## src/rtl/vram_arbiter.sv

```systemverilog
// Single-port video RAM arbiter: display scanout, host accesses and a
// full-RAM fill share one synchronous RAM port under fixed priority
// (display > host > fill).
module vram_arbiter #(
    parameter int ADDR_W = 10,
    parameter int DATA_W = 8
) (
    input  logic              clk,
    input  logic              reset,
    input  logic              disp_req,
    input  logic [ADDR_W-1:0] disp_addr,
    output logic [DATA_W-1:0] disp_data,
    input  logic              host_req,
    input  logic              host_we,
    input  logic [ADDR_W-1:0] host_addr,
    input  logic [DATA_W-1:0] host_wdata,
    output logic              host_ack,
    output logic [DATA_W-1:0] host_rdata,
    input  logic              clr_start,
    input  logic [DATA_W-1:0] clr_value,
    output logic              clr_busy,
    output logic              clr_done,
    output logic [ADDR_W-1:0] ram_addr,
    output logic [DATA_W-1:0] ram_din,
    output logic              ram_we,
    input  logic [DATA_W-1:0] ram_dout
);

    typedef enum logic {
        IDLE,
        CLEAR
    } state_t;

    localparam logic [ADDR_W-1:0] CLR_LAST = '1;

    state_t            state;
    logic [ADDR_W-1:0] clr_cnt;
    logic [DATA_W-1:0] fill_val;
    logic              host_pend;
    logic              host_pend_rd;
    logic              busy_q;
    logic              done_q;

    logic              host_issue;
    logic              clr_write;

    // Grant decision for the current cycle; reset blocks every requester.
    always_comb begin
        host_issue = host_req && !disp_req && !host_pend && !reset;
        clr_write  = (state == CLEAR) && !disp_req && !host_issue && !reset;
    end

    // Drive the RAM port from whichever requester owns it this cycle.
    always_comb begin
        ram_addr = '0;
        ram_din  = '0;
        ram_we   = 1'b0;
        if (!reset) begin
            if (disp_req) begin
                ram_addr = disp_addr;
            end else if (host_issue) begin
                ram_addr = host_addr;
                ram_din  = host_wdata;
                ram_we   = host_we;
            end else if (clr_write) begin
                ram_addr = clr_cnt;
                ram_din  = fill_val;
                ram_we   = 1'b1;
            end
        end
    end

    // Fill FSM plus host completion tracking.
    always_ff @(posedge clk) begin
        if (reset) begin
            state        <= IDLE;
            clr_cnt      <= '0;
            fill_val     <= '0;
            host_pend    <= 1'b0;
            host_pend_rd <= 1'b0;
            busy_q       <= 1'b0;
            done_q       <= 1'b0;
        end else begin
            host_pend    <= host_issue;
            host_pend_rd <= host_issue && !host_we;
            done_q       <= 1'b0;
            case (state)
                IDLE: begin
                    if (clr_start) begin
                        state    <= CLEAR;
                        clr_cnt  <= '0;
                        fill_val <= clr_value;
                        busy_q   <= 1'b1;
                    end
                end
                CLEAR: begin
                    if (clr_write) begin
                        clr_cnt <= clr_cnt + ADDR_W'(1);
                        if (clr_cnt == CLR_LAST) begin
                            state  <= IDLE;
                            busy_q <= 1'b0;
                            done_q <= 1'b1;
                        end
                    end
                end
                default: state <= IDLE;
            endcase
        end
    end

    // Status outputs; masked by reset so an aborted access never acks.
    always_comb begin
        disp_data  = ram_dout;
        host_ack   = host_pend && !reset;
        host_rdata = (host_pend_rd && !reset) ? ram_dout : '0;
        clr_busy   = busy_q && !reset;
        clr_done   = done_q && !reset;
    end

endmodule

```

## config.mk

```make
export PLATFORM = sky130hd
export DESIGN_NAME = vram_arbiter
export DESIGN_NICKNAME = d
export VERILOG_FILES = /design/src/rtl/vram_arbiter.sv
export SDC_FILE = /design/constraint.sdc
export NUM_CORES = 1
export LEC_CHECK = 0
export ABC_AREA = 1
export CAP_MARGIN = 20
export CELL_PAD_IN_SITES_DETAIL_PLACEMENT = 0
export CELL_PAD_IN_SITES_GLOBAL_PLACEMENT = 1
export CORE_ASPECT_RATIO = 1.25
export CORE_MARGIN = 2
export CORE_UTILIZATION = 24
export CTS_CLUSTER_SIZE = 10
export DETAILED_ROUTE_END_ITERATION = 6
export PLACE_DENSITY = 0.92
export REMOVE_ABC_BUFFERS = 1
export SLEW_MARGIN = 25
export SYNTH_ARGS = -nofsm -noshare
export SYNTH_HDL_FRONTEND = slang
export SYNTH_SLANG_ARGS = --single-unit
```

## constraint.sdc

```tcl
create_clock -name clk -period 1.8 [get_ports clk]
set_clock_uncertainty 0.2 [all_clocks]
set_input_delay 0.27 -clock clk [delete_from_list [all_inputs] [get_ports clk]]
set_output_delay 0.27 -clock clk [all_outputs]
set_load 0.1 [all_outputs]
```

Word level (Yosys, flattened, before mapping)
Index checks and enable logic that the tools add are counted.

Bits in registers: 23. Output and inout port bits: 38. Bits of input ports: 50.

Equal/unequal tests: 4. Reductions and logical operators: 20. Muxes and demuxes: 25. Add/sub/neg operators: 1. Bitwise logic cells: 2.

Operators by type and width (number): $mux W10 (6); $mux W8 (5); $pmux W10 S2 (1); $logic_and A1 B1 Y1 (11); $mux W1 (11); $add A10 B1 Y10 const B (1); $eq A10 B10 Y1 const B (1); $logic_not A1 Y1 (5); $ne A2 B1 Y1 const B (2); $pmux W1 S2 (2); $reduce_and A2 Y1 (2); $reduce_and A3 Y1 (1); $reduce_or A3 Y1 (1); $ne A2 B2 Y1 const B (1); $not A1 Y1 (2).

Longest topological paths before layout
Gate-level depths: netlist of the first run.

Word-level depth: 11. Gate-level depth with buffers: 8.

Worst setup path before layout of the first run
No wires, ideal clock.

Path type: reg2out. Start: register host_pend. End: output ram_addr[0]. Buffers on the path: 1. Required time: 1.330 ns. Slack: -1.092 ns. Stages on the path, launching flop included: 7. Arrival time: 2.422 ns. Path through: dfxtp_1 -> inv_1 -> nand2_1 -> nor2_1 -> buf_2 -> nand2_1 -> a31oi_1.

Word-level cells in the longest chain between the ends: 10.

RTL lines: start, declared (RTL line 39) `logic host_pend;`; start signal, assigned (RTL line 84) `host_pend <= host_issue;`; $logic_not A1 Y1 (*) (RTL line 49) `host_issue = host_req && !disp_req && !host_pend && !reset;`; $logic_and A1 B1 Y1 (*) (2 in series) (RTL line 49); $logic_not A1 Y1 (RTL line 50) `clr_write = (state == CLEAR) && !disp_req && !host_issue && !reset;`; $logic_and A1 B1 Y1 (2 in series) (RTL line 50); $mux W10 (RTL line 65) `end else if (clr_write) begin`; $mux W10 (*) (RTL line 61) `end else if (host_issue) begin`; $mux W10 (*) (RTL line 59) `if (disp_req) begin`; $mux W10 (*) (RTL line 58) `if (!reset) begin`; end, declared (RTL line 23) `output logic [ADDR_W-1:0] ram_addr,`.

Mark *: on every way between the ends. The rest lies on a longest branch, timed or not.

Worst setup path in the final report of the first run
Start: register host_pend. End: output ram_addr[4].

The elaborated chain is that of the path after synthesis.

==> results of run 1 <==
## cells by family after synthesis
group           count (synthesis)
simple gates                  124
buf+inv                        44
compound gates                 37
flops                          23
fa+ha+maj                       1
## flip-flops by register name (all words and copies together), names as in the netlist
register / count
host_pend: 1
done_q: 1
clr_cnt: 10
busy_q: 1
state: 1
fill_val: 8
host_pend_rd: 1
## power by group through the flow
stage	logic [W]	clock network (W)	registers (W)
CTS	0.000681	0.000332	0.000539
floorplan	0.000242	0	0.000549
finish	0.000699	0.000329	0.000541
detailed placement	0.000640	0	0.000550
global placement	0.000635	0	0.000549
global route	0.000732	0.000362	0.000544
## layer usage
layer / routed length [um] / GRT usage [%]
met1: 2084 / 18.63
met2: 2661 / 26.80
met3: 291 / 3.571
met4: 84 / 4.321
met5: 0 / 0
## stage by stage
stage | setup slack, ps | hold slack [ps]
after floorplan | -1731 | 153.7
after global placement | -436.7 | 268.2
after detailed placement | -516.0 | 285.4
after CTS | -202.1 | 305.0
after global routing | -274.6 | 316.0
final | -206.0 | 298.3
## final cells by class
cell class | instances | area [um2] | area share [%]
inverter | 24 | 95.09 | 2.917
multi-input combinational | 162 | 1044 | 32.02
sequential | 23 | 462.9 | 14.20
clock buffer | 4 | 45.04 | 1.382
timing repair buffer | 120 | 1530 | 46.95
tap | 66 | 82.58 | 2.534
## what timing repair did
action | CTS | global route
resized for setup | 52 | 28
endpoints found under the setup margin | 30 | 29
gates cloned | 0 | 0
pin swaps | 9 | 16
setup buffers | 2 | 2
## tightest hold or removal path, delay by kind of cell, from the launching register on
family | cells | cell delay, ps
AND/OR/NAND/NOR | 2 | 130
flip-flops | 1 | 340
## worst paths after layout
check,to,slack [ps],cells after the start
min,busy_q,300,2
max reg2reg,state,150,6
min reg2reg,busy_q,300,2
max,ram_addr[4],-210,8
## cell usage after synthesis, drive strengths merged
master / number
buf: 15
a22oi: 3
inv: 24
o21ai: 12
a22o: 8
nor2: 51
a21oi: 3
ha: 1
clkbuf: 5
nor3: 1
nand2: 59
a31oi: 10
dfxtp: 23
nand4: 3
nand3: 10
a21boi: 1
==> flow_metrics.env, run 1 <==
export IMPL_max_cap_violations=0
export IMPL_vias=1804
export IMPL_clockBufferDepth=2
export IMPL_leakage_nw=1.388
export IMPL_critical_path_startpoint="host_pend"
export IMPL_rsz0062_at_grt="yes"
export IMPL_crit_top_cell="inv_2"
export IMPL_drive_above_1_share_pct=36.94
export IMPL_ys_seq_area_share_pct=32.22
export IMPL_crit_chain="inv_2, nand2_4, inv_2, nor2_4, buf_6, nand2_2, a31oi_4, buf_12"
export IMPL_power_density_nw_per_um2=481.4
export IMPL_combPwrFrac_pct=44.6
export IMPL_synth_area_per_cell_um2=6.240
export IMPL_place_gp_congestion=0.7908
export IMPL_cts_tree="yes"
export IMPL_final_hold_violation_count=0
export IMPL_cp_max_fo=7
export IMPL_final_core_util_pct=56.40
export IMPL_synthSimpleGateAreaFrac_pct=34.59
export IMPL_die_area_um2=6591
export IMPL_p_sw_w=0.0005790
export IMPL_finalWirelength_um=5120
export IMPL_finalNonFillerCells=399
export IMPL_netlist_area_um2=1429
export IMPL_pwr_share_clk_pct=21.0
export IMPL_grtUsageTotal_pct=15.47
export IMPL_setup_violations=19
export IMPL_area_growth_pct=128.1
export IMPL_ys_types=23
export IMPL_hpwlAfterDp_um=3757
export IMPL_routedWlPerCell_um=12.83
export IMPL_worstHoldStart="busy_q"
export IMPL_violations="setup timing"
export IMPL_postCtsHoldBufs=0
export IMPL_critPathLaunchType="register"
export IMPL_cp_end_kind="output pin"
export IMPL_worstPathRequired_ps=1330
export IMPL_critical_path_class="register to output pin"
export IMPL_fill_cells=510
export IMPL_synth_compound_area_share_pct=17.08
export IMPL_power_w=0.001569
export IMPL_cts_buffers=3
export IMPL_port_buffer_count=87
export IMPL_nets=385
export IMPL_clock_fmax_ghz=0.4985
export IMPL_internal_power_w=0.0009899
export IMPL_muxShareOfSynthArea_pct=0
export IMPL_synth_largest_area_cell="dfxtp_1"
export IMPL_clkSinkCount=23
export IMPL_arrival_ps=1540
export IMPL_via_per_inst=4.521
export IMPL_period_needed_ps=2006
export IMPL_min_path_type="register to register"
export IMPL_ir_drop_mv=0.3447
export IMPL_cts_clk_slew_worst_paths_ps=80
export IMPL_antenna_found_initial=0
export IMPL_io_pins=88
export IMPL_htree_num_levels=1
export IMPL_root_buffer="clkbuf_8"
export IMPL_synth_seq_cells=23
export IMPL_p_sw_share_pct=36.90
export IMPL_antenna_left=0
export IMPL_grt_pass1_wl_um=8245
export IMPL_netlist_area_leader_share_pct=32.22
export IMPL_coreArea_um2=5779
export IMPL_post_synth_inst_count=229
export IMPL_slew_headroom_pct=80.16
export IMPL_grt_pass1_vias=1763
export IMPL_insertion_delay_ps=270
export IMPL_place_inst=391
export IMPL_tightest_slew_ps=297.6
export IMPL_yosys_warnings=0
export IMPL_final_cell_mix="nand2_1, clkdlybuf4s50_1, buf_12"
export IMPL_synth_top_family_by_area="simple AND/OR/NAND/NOR gates"
export IMPL_die_w_um=73.02
export IMPL_overflow=0
export IMPL_die_h_um=90.27
export IMPL_crit_slowest_cell="dfxtp_2"
export IMPL_n_antenna_cell=0
export IMPL_period_share_pct=111.4
export IMPL_synthTopCellsByArea="dfxtp_1, nand2_1, nor2_1"
export IMPL_fin_setup_tns_ps=-3290
export IMPL_maxSlewViolCount=0
export IMPL_crit_family="buffers and inverters"
export IMPL_start_util_pct=24.72
export IMPL_cp_num_buf_inv=4
export IMPL_drc_errors=0
export IMPL_synth_fa_ha_area_share_pct=0.8757
export IMPL_finalInstanceArea_um2=3259
export IMPL_status="finished, violations left"
export IMPL_timing_rr_start="clr_cnt[1]"
export IMPL_worst_slack_ps=-206.0
export IMPL_synth_xor_area_share_pct=0
export IMPL_drt_iter0_drc=54
export IMPL_grt_max_degree=21
export IMPL_slowest_delay_ps=330
export IMPL_dpl_cell_area_um2=2853
export IMPL_first_pass_iters=5
export IMPL_rows=31
export IMPL_p_seq_share_pct=34.5
Note: power is estimated with default switching activity, not from simulation.
==> inputs of run 2 (changes only) <==
--- a/config.mk
+++ b/config.mk
@@ -14,6 +14,7 @@
 export CORE_UTILIZATION = 24
 export CTS_CLUSTER_SIZE = 10
 export DETAILED_ROUTE_END_ITERATION = 6
+export HOLD_SLACK_MARGIN = 0.12
 export PLACE_DENSITY = 0.92
 export REMOVE_ABC_BUFFERS = 1
 export SLEW_MARGIN = 25
==> results of run 2 <==
Same layout as run 1: the final DEF is identical, and so are final timing and power.
==> patch (settings of run 1) <==
Change the parameter `DATA_W` from 8 to 6.
--- a/src/rtl/vram_arbiter.sv
+++ b/src/rtl/vram_arbiter.sv
@@ -3,7 +3,7 @@
 // (display > host > fill).
 module vram_arbiter #(
     parameter int ADDR_W = 10,
-    parameter int DATA_W = 8
+    parameter int DATA_W = 6
 ) (
     input  logic              clk,
     input  logic              reset,
Interface: changed (6 resized); port bits go from 88 to 76. The function was not compared with the original's and may differ.
==> patch against run 1 <==
The run still ends with negative setup slack left. Core utilization down 5.2 points. First-iteration DRC count is 76% higher. Sequential power decreased by 9.6%. Synthesized cell count unchanged. Sequential cell count shrank 2. Synthesized area increased by 6.3%. Worst setup slack improved by 0.031 ns. Global-route usage shrank 0.40 points. Cell area fell by 3.2%. Maximum frequency rose by 1.6%. Total power shrank 5.1%. Count of clock-buffer cells in the layout decreased by 1. Worst hold slack worse by 0.0088 ns. Wire length rose by 0.41%. Critical path type unchanged. Largest cell class unchanged.
==> patch: results (changes against run 1) <==
<table>
<tr><th>Metric</th><th>Value</th></tr>
<tr><th colspan="2">Finish</th></tr>
<tr><td>Share of final-layout standard cells stronger than drive strength 1</td><td>0.385 (+0.0152)</td></tr>
<tr><td>Non-filler cells in the finished layout</td><td>410 (+2.8%)</td></tr>
<tr><th colspan="2">Global route</th></tr>
<tr><td>Overall Global Routing Usage</td><td>0.151 (-0.00396)</td></tr>
<tr><td>Pin count of the biggest net entering global routing</td><td>18 (-14%)</td></tr>
<tr><td>Vias in the first global route</td><td>1,741 (-1.2%)</td></tr>
<tr><td>Wire length of the first global-routing pass</td><td>8340 um (+1.2%)</td></tr>
<tr><th colspan="2">Setup path</th></tr>
<tr><td>Worst Path Arrival</td><td>1.51 ns (-0.03 ns)</td></tr>
<tr><td>Cell family with most CP delay</td><td>buffers and inverters</td></tr>
<tr><td>Max FO, Critical Path</td><td>6 (-1)</td></tr>
<tr><th colspan="2">Status</th></tr>
<tr><td>Violated checks</td><td>negative setup slack</td></tr>
<tr><td>Run status</td><td>complete, but fails checks</td></tr>
<tr><th colspan="2">Detailed routing</th></tr>
<tr><td>Initial drt markers</td><td>95 (+76%)</td></tr>
<tr><td>Overall via count from detail_route</td><td>1,762 (-2.3%)</td></tr>
<tr><td>Number of iterations in the first detailed-routing pass</td><td>4 (-1)</td></tr>
<tr><th colspan="2">Place</th></tr>
<tr><td>Cells after DPL</td><td>387 (-1.0%)</td></tr>
<tr><td>Final weighted congestion in routability-driven placement</td><td>0.830 (+5.0%)</td></tr>
<tr><td>HPWL after detailed placement</td><td>3570 um (-4.8%)</td></tr>
<tr><td>Number of input and output port buffers inserted</td><td>75 (-14%)</td></tr>
<tr><th colspan="2">Timing</th></tr>
<tr><td>Least setup slack across all paths after layout</td><td>-0.175 ns (+0.0307 ns)</td></tr>
<tr><td>Final setup violating endpoints</td><td>17 (-2)</td></tr>
<tr><td>Setup_tns</td><td>-2.52 ns (+0.772 ns)</td></tr>
<tr><td>Pin slew with the least headroom to its limit</td><td>0.277 ns (-0.0202 ns)</td></tr>
<tr><th colspan="2">Pwr</th></tr>
<tr><td>Pwr dens</td><td>472 mW/mm^2 (-2.0%)</td></tr>
<tr><td>Reported leakage power</td><td>1.27 nW (-8.8%)</td></tr>
<tr><td>Worst voltage drop across the vdd grid</td><td>0.000250 V (-28%)</td></tr>
<tr><td>Total combinational power</td><td>0.683 mW (-2%)</td></tr>
<tr><th colspan="2">Yosys</th></tr>
<tr><td>Number of distinct library cells after synthesis</td><td>25 (+8.7%)</td></tr>
<tr><td>Commonest cells in the netlist</td><td>61 x sky130_fd_sc_hd__nand2_1, 31 x sky130_fd_sc_hd__inv_1, 27 x sky130_fd_sc_hd__nor2_1</td></tr>
<tr><td>Portion of the post-synthesis area used by sequential elements</td><td>0.277 (-0.0455)</td></tr>
</table>
==> patch: per-layer routing <==
metal / up-vias / global-route usage / routed length, um
met3: 9 / 0.0174 / 233
met4: 0 / 0.0497 / 108
met2: 51 / 0.261 / 2760
li1: 899 / - / -
met1: 803 / 0.189 / 2040
met5: - / 0 / 0
==> patch: final timing paths <==
check / from / endpoint / slack [ns] / depth (start not counted)
worst max-delay path: host_pend$_SDFF_PP0_ / ram_din[5] / -0.18 / 6
worst min register to register: fill_val[0]$_SDFFE_PP0P_ / fill_val[0]$_SDFFE_PP0P_ / 0.29 / 2
worst max register to register: host_pend$_SDFF_PP0_ / clr_cnt[7]$_SDFFE_PP0P_ / 0.12 / 10
worst min-delay path: fill_val[0]$_SDFFE_PP0P_ / fill_val[0]$_SDFFE_PP0P_ / 0.29 / 2
==> patch: cell families (layout without fill, tap and decap cells) <==
family | Yosys count | after routing | share of synthesized area
adders and majority gates | 1 | 1 | 0.00824
AOI/OAI and AO/OA | 35 | 35 | 0.165
DFF | 21 | 21 | 0.277
buffers and inverters | 49 | 141 | 0.170
and+or+nand+nor | 123 | 127 | 0.381
==> patch: stage by stage <==
step	area (um^2)	setup WS, ns
3_5_place_dp	2660	-0.517
3_3_place_gp	2660	-0.512
6_report	3160	-0.175
5_1_grt	3160	-0.234
2_1_floorplan	1400	-1.53
4_1_cts	3050	-0.173
==> patch: final cells by class <==
cell class / count / area, um^2
multi-input combinational: 163 / 1120
timing repair buffer: 101 / 1300
timing repair inverter: 1 / 8.76
sequential: 21 / 422
fill: 551 / 3010
clock inverter: 1 / 5.00
clock buffer: 3 / 41.3
tap: 85 / 106
inverter: 35 / 149
==> patch: repair_timing <==
action                     CTS  global route
gates resized for setup     57            16
cloned                       5             0
pin swaps                    8             7
setup buffers                6             9
setup endpoints to repair   33            25
hold buffers                 0             0
